**src/rtl/boot_load_ctrl_pkg.sv**
```systemverilog
`default_nettype none
// ============================================================================
// Module   : boot_load_ctrl_pkg
// Brief    : Shared types and constants for the program-load controller.
// Revision : 1.0 - initial release
// ============================================================================
package boot_load_ctrl_pkg;

   // Controller states; the encoding is exported on state_dbg.
   typedef enum logic [2:0] {
      IDLE    = 3'd0,
      LEN_LO  = 3'd1,
      LEN_HI  = 3'd2,
      PAYLOAD = 3'd3,
      CHECK   = 3'd4,
      DONE    = 3'd5,
      ERROR   = 3'd6
   } boot_state_t;

   localparam logic [7:0] BOOT_SYNC_BYTE = 8'hA5;

   // Payload index width; covers 0..1024.
   localparam int INDEX_W = 11;

endpackage : boot_load_ctrl_pkg
`default_nettype wire

```
**src/rtl/inter_byte_timer.sv**
```systemverilog
`default_nettype none
// ============================================================================
// Module   : inter_byte_timer
// Brief    : Down-counter that flags a gap of CYCLES clocks without a kick.
//            Reloads whenever kicked or disabled.
// Revision : 1.0 - initial release
// ============================================================================
module inter_byte_timer #(
   parameter int CYCLES = 1_000_000
) (
   input  logic clk,
   input  logic reset,
   input  logic enable,
   input  logic kick,
   output logic expired
);

   localparam int W = (CYCLES > 1) ? $clog2(CYCLES) : 1;
   localparam logic [W-1:0] LOAD = W'(CYCLES - 1);

   logic [W-1:0] remaining;

   // Count down while armed; any received byte or leaving the frame reloads.
   always_ff @(posedge clk or posedge reset) begin
      if (reset) begin
         remaining <= LOAD;
      end else if (kick || !enable) begin
         remaining <= LOAD;
      end else if (remaining != '0) begin
         remaining <= remaining - 1'b1;
      end
   end

   assign expired = enable && (remaining == '0);

endmodule : inter_byte_timer
`default_nettype wire

```
**src/rtl/boot_load_ctrl.sv**
```systemverilog
`default_nettype none
// ============================================================================
// Module   : boot_load_ctrl
// Brief    : Parses SYNC/LEN/PAYLOAD/CHK frames from the UART, writes the
//            payload into instruction memory and holds the CPU in reset until
//            a frame has loaded with a matching checksum.
// Revision : 1.0 - initial release
// ============================================================================
module boot_load_ctrl
   import boot_load_ctrl_pkg::*;
#(
   parameter logic [7:0] SYNC_BYTE      = BOOT_SYNC_BYTE,
   parameter int         MAX_BYTES      = 1024,
   parameter int         TIMEOUT_CYCLES = 1_000_000
) (
   input  logic        clk,
   input  logic        reset,
   input  logic        rx_valid,
   input  logic [7:0]  rx_data,
   output logic        mem_we,
   output logic [31:0] mem_addr,
   output logic [7:0]  mem_wdata,
   output logic        cpu_rstn,
   output logic        load_done,
   output logic        load_error,
   output logic [2:0]  state_dbg
);

   boot_state_t        state;
   boot_state_t        state_next;
   logic [7:0]         len_lo;
   logic [INDEX_W-1:0] len;
   logic [INDEX_W-1:0] index;
   logic [7:0]         sum;

   logic [15:0]        len_full;
   logic               len_ok;
   logic               last_byte;
   logic               timed;
   logic               expired;

   assign len_full  = {rx_data, len_lo};
   assign len_ok    = (len_full != 16'd0) && (len_full <= 16'(MAX_BYTES));
   assign last_byte = (index == len - 1'b1);
   assign timed     = (state == LEN_LO) || (state == LEN_HI) ||
                      (state == PAYLOAD) || (state == CHECK);

   inter_byte_timer #(
      .CYCLES (TIMEOUT_CYCLES)
   ) u_timer (
      .clk     (clk),
      .reset   (reset),
      .enable  (timed),
      .kick    (rx_valid),
      .expired (expired)
   );

   // State register.
   always_ff @(posedge clk or posedge reset) begin
      if (reset) begin
         state <= IDLE;
      end else begin
         state <= state_next;
      end
   end

   // Next-state decode; a byte arriving on the expiry cycle takes priority.
   always_comb begin
      state_next = state;
      unique case (state)
         IDLE, DONE, ERROR: begin
            if (rx_valid && (rx_data == SYNC_BYTE)) state_next = LEN_LO;
         end
         LEN_LO: begin
            if (rx_valid) state_next = LEN_HI;
         end
         LEN_HI: begin
            if (rx_valid) state_next = len_ok ? PAYLOAD : ERROR;
         end
         PAYLOAD: begin
            if (rx_valid && last_byte) state_next = CHECK;
         end
         CHECK: begin
            if (rx_valid) state_next = (rx_data == sum) ? DONE : ERROR;
         end
         default: state_next = IDLE;
      endcase
      if (timed && !rx_valid && expired) state_next = ERROR;
   end

   // Frame datapath and registered outputs.
   always_ff @(posedge clk or posedge reset) begin
      if (reset) begin
         len_lo     <= '0;
         len        <= '0;
         index      <= '0;
         sum        <= '0;
         mem_we     <= 1'b0;
         mem_addr   <= '0;
         mem_wdata  <= '0;
         cpu_rstn   <= 1'b0;
         load_done  <= 1'b0;
         load_error <= 1'b0;
      end else begin
         mem_we     <= 1'b0;
         cpu_rstn   <= (state_next == DONE);
         load_done  <= (state_next == DONE);
         load_error <= (state_next == ERROR);
         if (rx_valid) begin
            unique case (state)
               LEN_LO: len_lo <= rx_data;
               LEN_HI: begin
                  len   <= len_full[INDEX_W-1:0];
                  index <= '0;
                  sum   <= '0;
               end
               PAYLOAD: begin
                  mem_we    <= 1'b1;
                  mem_addr  <= {{(32-INDEX_W){1'b0}}, index};
                  mem_wdata <= rx_data;
                  sum       <= sum + rx_data;
                  index     <= index + 1'b1;
               end
               default: ;
            endcase
         end
      end
   end

   assign state_dbg = state;

endmodule : boot_load_ctrl
`default_nettype wire

```
**config.mk**
```make
export PLATFORM = sky130hd
export DESIGN_NAME = boot_load_ctrl
export DESIGN_NICKNAME = d
export VERILOG_FILES = /design/src/rtl/boot_load_ctrl_pkg.sv /design/src/rtl/inter_byte_timer.sv /design/src/rtl/boot_load_ctrl.sv
export SDC_FILE = /design/constraint.sdc
export NUM_CORES = 1
export LEC_CHECK = 0
export CORE_ASPECT_RATIO = 0.9
export CORE_UTILIZATION = 60
export CTS_CLUSTER_DIAMETER = 200
export DETAILED_ROUTE_END_ITERATION = 7
export HOLD_SLACK_MARGIN = 0.08
export PLACE_DENSITY = 0.93
export SLEW_MARGIN = 20
export SYNTH_ARGS = -nofsm -noshare
export SYNTH_HDL_FRONTEND = slang
export SYNTH_HIERARCHICAL = 1
export SYNTH_SLANG_ARGS = --single-unit
```
**constraint.sdc**
```tcl
create_clock -name clk -period 6.5 [get_ports clk]
set_input_delay 0.65 -clock clk [delete_from_list [all_inputs] [get_ports clk]]
set_output_delay 0.65 -clock clk [all_outputs]
set_load 0.01 [all_outputs]
```
==> results by group <==
Detailed routing
  – Vias: 3683
  – Wire length reported by the detailed router: 10130 um
  – Detailed Route Iter0 Violations: 284
  – Detail-routed net length per standard cell: 17.08 um
  – Number of antenna-violating nets in the routed design: 0
  – DRT Pass-1 Iters: 5
  – Detail-routed via count per cell: 6.211
  – Drt drc: 0

Synthesis
  – Number of enable flip-flop cells after synthesis: 0
  – Main combinational cell family by area after synthesis: simple AND/OR/NAND/NOR gates
  – Multiplexer area fraction after synthesis: 8.525%
  – Proportion of synthesized chip area in sequential cells: 44.27%
  – Area share of the largest cell type after synthesis: 37.60%
  – Share of flip-flops with an asynchronous set or reset: 100.0%
  – Post-synthesis cell type with the largest combined area: sky130_fd_sc_hd__dfrtp_1
  – Netlist cell types: 73
  – Instance count of the mapped netlist: 465
  – Summed instance area of the synthesized netlist: 4726 sq um
  – Flop and latch count out of synthesis: 83
  – Top cells by area, synth: sky130_fd_sc_hd__dfrtp_1 (38%), sky130_fd_sc_hd__mux2_2 (7.6%), sky130_fd_sc_hd__dfstp_2 (6.7%), sky130_fd_sc_hd__buf_4 (3.7%), sky130_fd_sc_hd__o21ai_0 (3.1%)
  – Compound-cell area share of the yosys netlist: 12.50%
  – XOR/XNOR share of the synthesized area: 5.639%
  – Area fraction in and, or, nand and nor cells after synthesis: 18.80%
  – Most used flip-flop cell after synthesis: sky130_fd_sc_hd__dfrtp_1
  – Synth Area per Inst: 10.16 sq um
  – Share of synthesized cell area in full adder, half adder and majority cells: 3.548%
  – Count of warnings emitted by yosys: 6

Timing
  – Transition time at the pin with the least slew margin: 0.8651 ns
  – Final max-slew violation count: 0
  – Final-layout setup total negative slack: 0 ns
  – Final-report hold violation count: 0
  – Crit path time final: 3.207 ns
  – Highest attainable clock frequency: 311.8 MHz
  – Setup repair after global routing missed its margin: false
  – Clk_skew: 0.006958 ns
  – Period Utilization, post-route: 49.34%
  – Worst slew margin relative to its limit: 42.33%
  – Final-report setup violation count: 0

Global routing
  – Routing layer with the top usage in global route: met2
  – Number of global-route vias before repair: 3526
  – Global routing met1 resource utilization: 34.70%
  – Wire length of the first global-routing pass: 16990 um
  – Total overflow reported by the global router: 0
  – GR Layer Usage met3: 6.316%
  – Pin count of the biggest net entering global routing: 64
  – Antenna violations before repair: 0
  – Combined global-route utilization of all metal layers: 27.13%
  – Met2 Resource Use GR: 43.96%

Critical path
  – Data arrival at the endpoint of the critical path: 3.45 ns
  – Minimum setup slack among reg-to-reg paths: 3.29 ns
  – Setup crit start kind: flop
  – Crit path launch: u_timer/remaining[0]
  – Max incr delay on CP: 0.63 ns
  – Worst r2r path cells: 10
  – Terminus of the critical flop-to-flop path: load_done
  – CP Data Required Time: 6.75 ns
  – Critical-path cell list: inv_1 -> ha_1 -> nor4b_1 -> nand4_1 -> nor2_1 -> and2_1 -> nand2_1 -> nor3_1 -> a221oi_2 -> a2111oi_0
  – Cell at the slowest stage of the critical path: sky130_fd_sc_hd__nor4b_1
  – Maximum fanout count along the critical path: 12
  – Startpoint of the worst register-to-register path: u_timer/remaining[0]
  – Category of the worst setup path capture point: flop
  – Start-to-end type of the worst setup path: reg2reg

Pwr
  – Leak Pwr: 2.239 nW
  – Worst vdd ir: 0.2462 mV
  – Power density over the cells: 378.7 nW/um^2

Worst hold path
  – Worst min-delay path category: reg2reg
  – Min-Delay Startpoint: mem_addr[9]
  – Worst hold stages: 2
  – End point of the most critical hold path: mem_addr[9]

Clock tree
  – Root cell of the clock tree: sky130_fd_sc_hd__clkbuf_8
  – Hold buffer count at cts: 0
  – Number of CTS-inserted buffers: 9
  – Maximum root-to-sink buffer count: 2
  – Clock slew at reported path FFs: 0.08 ns
  – CTS H-Tree Depth: 3
  – TritonCTS clock tree: done
  – Post-CTS setup buffers: 0
  – Post-cts gate resize count: 0
  – Clock latency reported for the late side of the worst-skew pair: 0.37 ns
  – Number of clock sinks: 83

Status
  – Outcome: finished, final reports clean

Finish
  – Antenna fix cells: 0
  – Area growth from synthesis to final layout: 10.86%
  – Final net count: 515
  – Total non-filler cell area in the finished layout: 5239 sq um
  – Proportion of layout cells with a drive suffix above 1: 16.10%
  – Final cell utilization of the core: 69.09%

Placement
  – Number of input and output port buffers inserted: 36
  – GPL Wtd Cong: 0.9356
  – Cell area after placement: 5031 sq um
  – Half-perimeter wire length of the detailed placement result: 7194 um

Floorplan
  – Die height: 86.20 um
  – Starting utilization of the core area: 62.33%
  – Core footprint: 7582 sq um
  – Count of standard-cell rows: 30
  – Die span in x: 95.55 um
  – Total die area: 8236 sq um
  – Ports: 58

Flow run
  – Max_cap viols: 0
==> power breakdown <==
group	internal (mW)	total (mW)	switching, mW
logic	0.382	0.779	0.398
registers	0.657	0.817	0.159
clock network	0.192	0.388	0.196
total	1.23	1.98	0.753
==> per-layer routing <==
metal | vias up | wire [um]
met1 | 1775 | 4113
met5 | - | 0
met3 | 31 | 614
met4 | 0 | 291
li1 | 1713 | -
met2 | 164 | 5106
==> cells in the mapped netlist, types with 8 or more instances <==
master	instances
sky130_fd_sc_hd__dfrtp_1	71
sky130_fd_sc_hd__buf_2	8
sky130_fd_sc_hd__xnor2_1	14
sky130_fd_sc_hd__dfstp_2	12
sky130_fd_sc_hd__nand2_1	36
sky130_fd_sc_hd__a21oi_1	19
sky130_fd_sc_hd__clkbuf_1	9
sky130_fd_sc_hd__nor2_1	28
sky130_fd_sc_hd__a31oi_1	9
sky130_fd_sc_hd__xor2_1	12
sky130_fd_sc_hd__mux2_2	32
sky130_fd_sc_hd__nor4_1	8
sky130_fd_sc_hd__nor3_1	17
sky130_fd_sc_hd__nand3_1	8
sky130_fd_sc_hd__buf_4	23
sky130_fd_sc_hd__ha_1	11
sky130_fd_sc_hd__o21ai_0	29
sky130_fd_sc_hd__inv_1	14
==> kinds of logic after synthesis <==
| family | after synthesis |
|---|---|
| AO/OA/AOI/OAI | 91 |
| AND/OR/NAND/NOR | 157 |
| other | 1 |
| XOR/XNOR | 28 |
| multiplexers | 36 |
| adder cells (fa/ha/maj) | 13 |
| flip-flops | 83 |
| buffers and inverters | 56 |
==> cells in the final DEF (no fill, tap or decap), types with 3 or more instances in the layout <==
master                             n
sky130_fd_sc_hd__dfrtp_1          71
sky130_fd_sc_hd__nand2_1          36
sky130_fd_sc_hd__clkdlybuf4s50_1  36
sky130_fd_sc_hd__mux2_2           32
sky130_fd_sc_hd__o21ai_0          29
sky130_fd_sc_hd__nor2_1           28
sky130_fd_sc_hd__conb_1           21
sky130_fd_sc_hd__a21oi_1          19
sky130_fd_sc_hd__nor3_1           17
sky130_fd_sc_hd__xnor2_1          14
sky130_fd_sc_hd__inv_1            13
sky130_fd_sc_hd__xor2_1           12
sky130_fd_sc_hd__dfstp_2          12
sky130_fd_sc_hd__ha_1             11
sky130_fd_sc_hd__clkbuf_8         10
sky130_fd_sc_hd__a31oi_1           9
sky130_fd_sc_hd__nand3_1           8
sky130_fd_sc_hd__nor4_1            8
sky130_fd_sc_hd__nand4_1           7
sky130_fd_sc_hd__or3_1             7
sky130_fd_sc_hd__o31ai_1           7
sky130_fd_sc_hd__and3_1            6
sky130_fd_sc_hd__and2_1            4
sky130_fd_sc_hd__nor3b_1           4
sky130_fd_sc_hd__o41ai_1           4
sky130_fd_sc_hd__and4_1            4
sky130_fd_sc_hd__nor2b_1           3
sky130_fd_sc_hd__o21a_1            3
sky130_fd_sc_hd__inv_6             3
==> layout make-up <==
class                   instances  area (sq um)
well taps                      96         120.1
flip-flops and latches         83          2092
inverters                      15         56.30
clock inverters                 6         70.07
repair buffers                 37         367.9
multi-input cells             346          2395
clock buffers                  10         137.6
fillers                       537          2344
==> flip-flops by register name (all words and copies together), names as in the netlist <==
register           count
u_timer/remaining     20
len                   11
index                 11
state_dbg              3
mem_wdata              8
load_done              1
mem_addr              11
len_lo                 8
mem_we                 1
sum                    8
load_error             1
==> how the worst max path moves through the flow <==
stage,end,slack (ns),depth (start not counted)
5_1_grt,load_done,2.88,10
3_5_place_dp,load_done,3.40,10
3_3_place_gp,load_done,3.50,10
2_1_floorplan,load_done,3.96,11
4_1_cts,load_done,3.36,10
6_report,load_done,3.29,10
==> stage by stage <==
stage	instances	power, mW	setup slack, ns	hold WS [ns]
floorplan	485	1.353	3.958	0.4428
CTS	593	1.989	3.362	0.4970
global placement	577	1.535	3.495	0.4615
global route	593	2.107	2.878	0.5274
finish	593	1.984	3.293	0.4882
detailed placement	577	1.591	3.396	0.4778
==> critical path: cells and delay by family (launching register included) <==
family / cells / cell delay [ns]
and+or+nand+nor: 6 / 1.96
DFF: 1 / 0.40
buffers and inverters: 1 / 0.08
adders and majority gates: 1 / 0.14
AOI/OAI and AO/OA: 2 / 0.52
No activity file was read; power rests on OpenSTA's default activity.
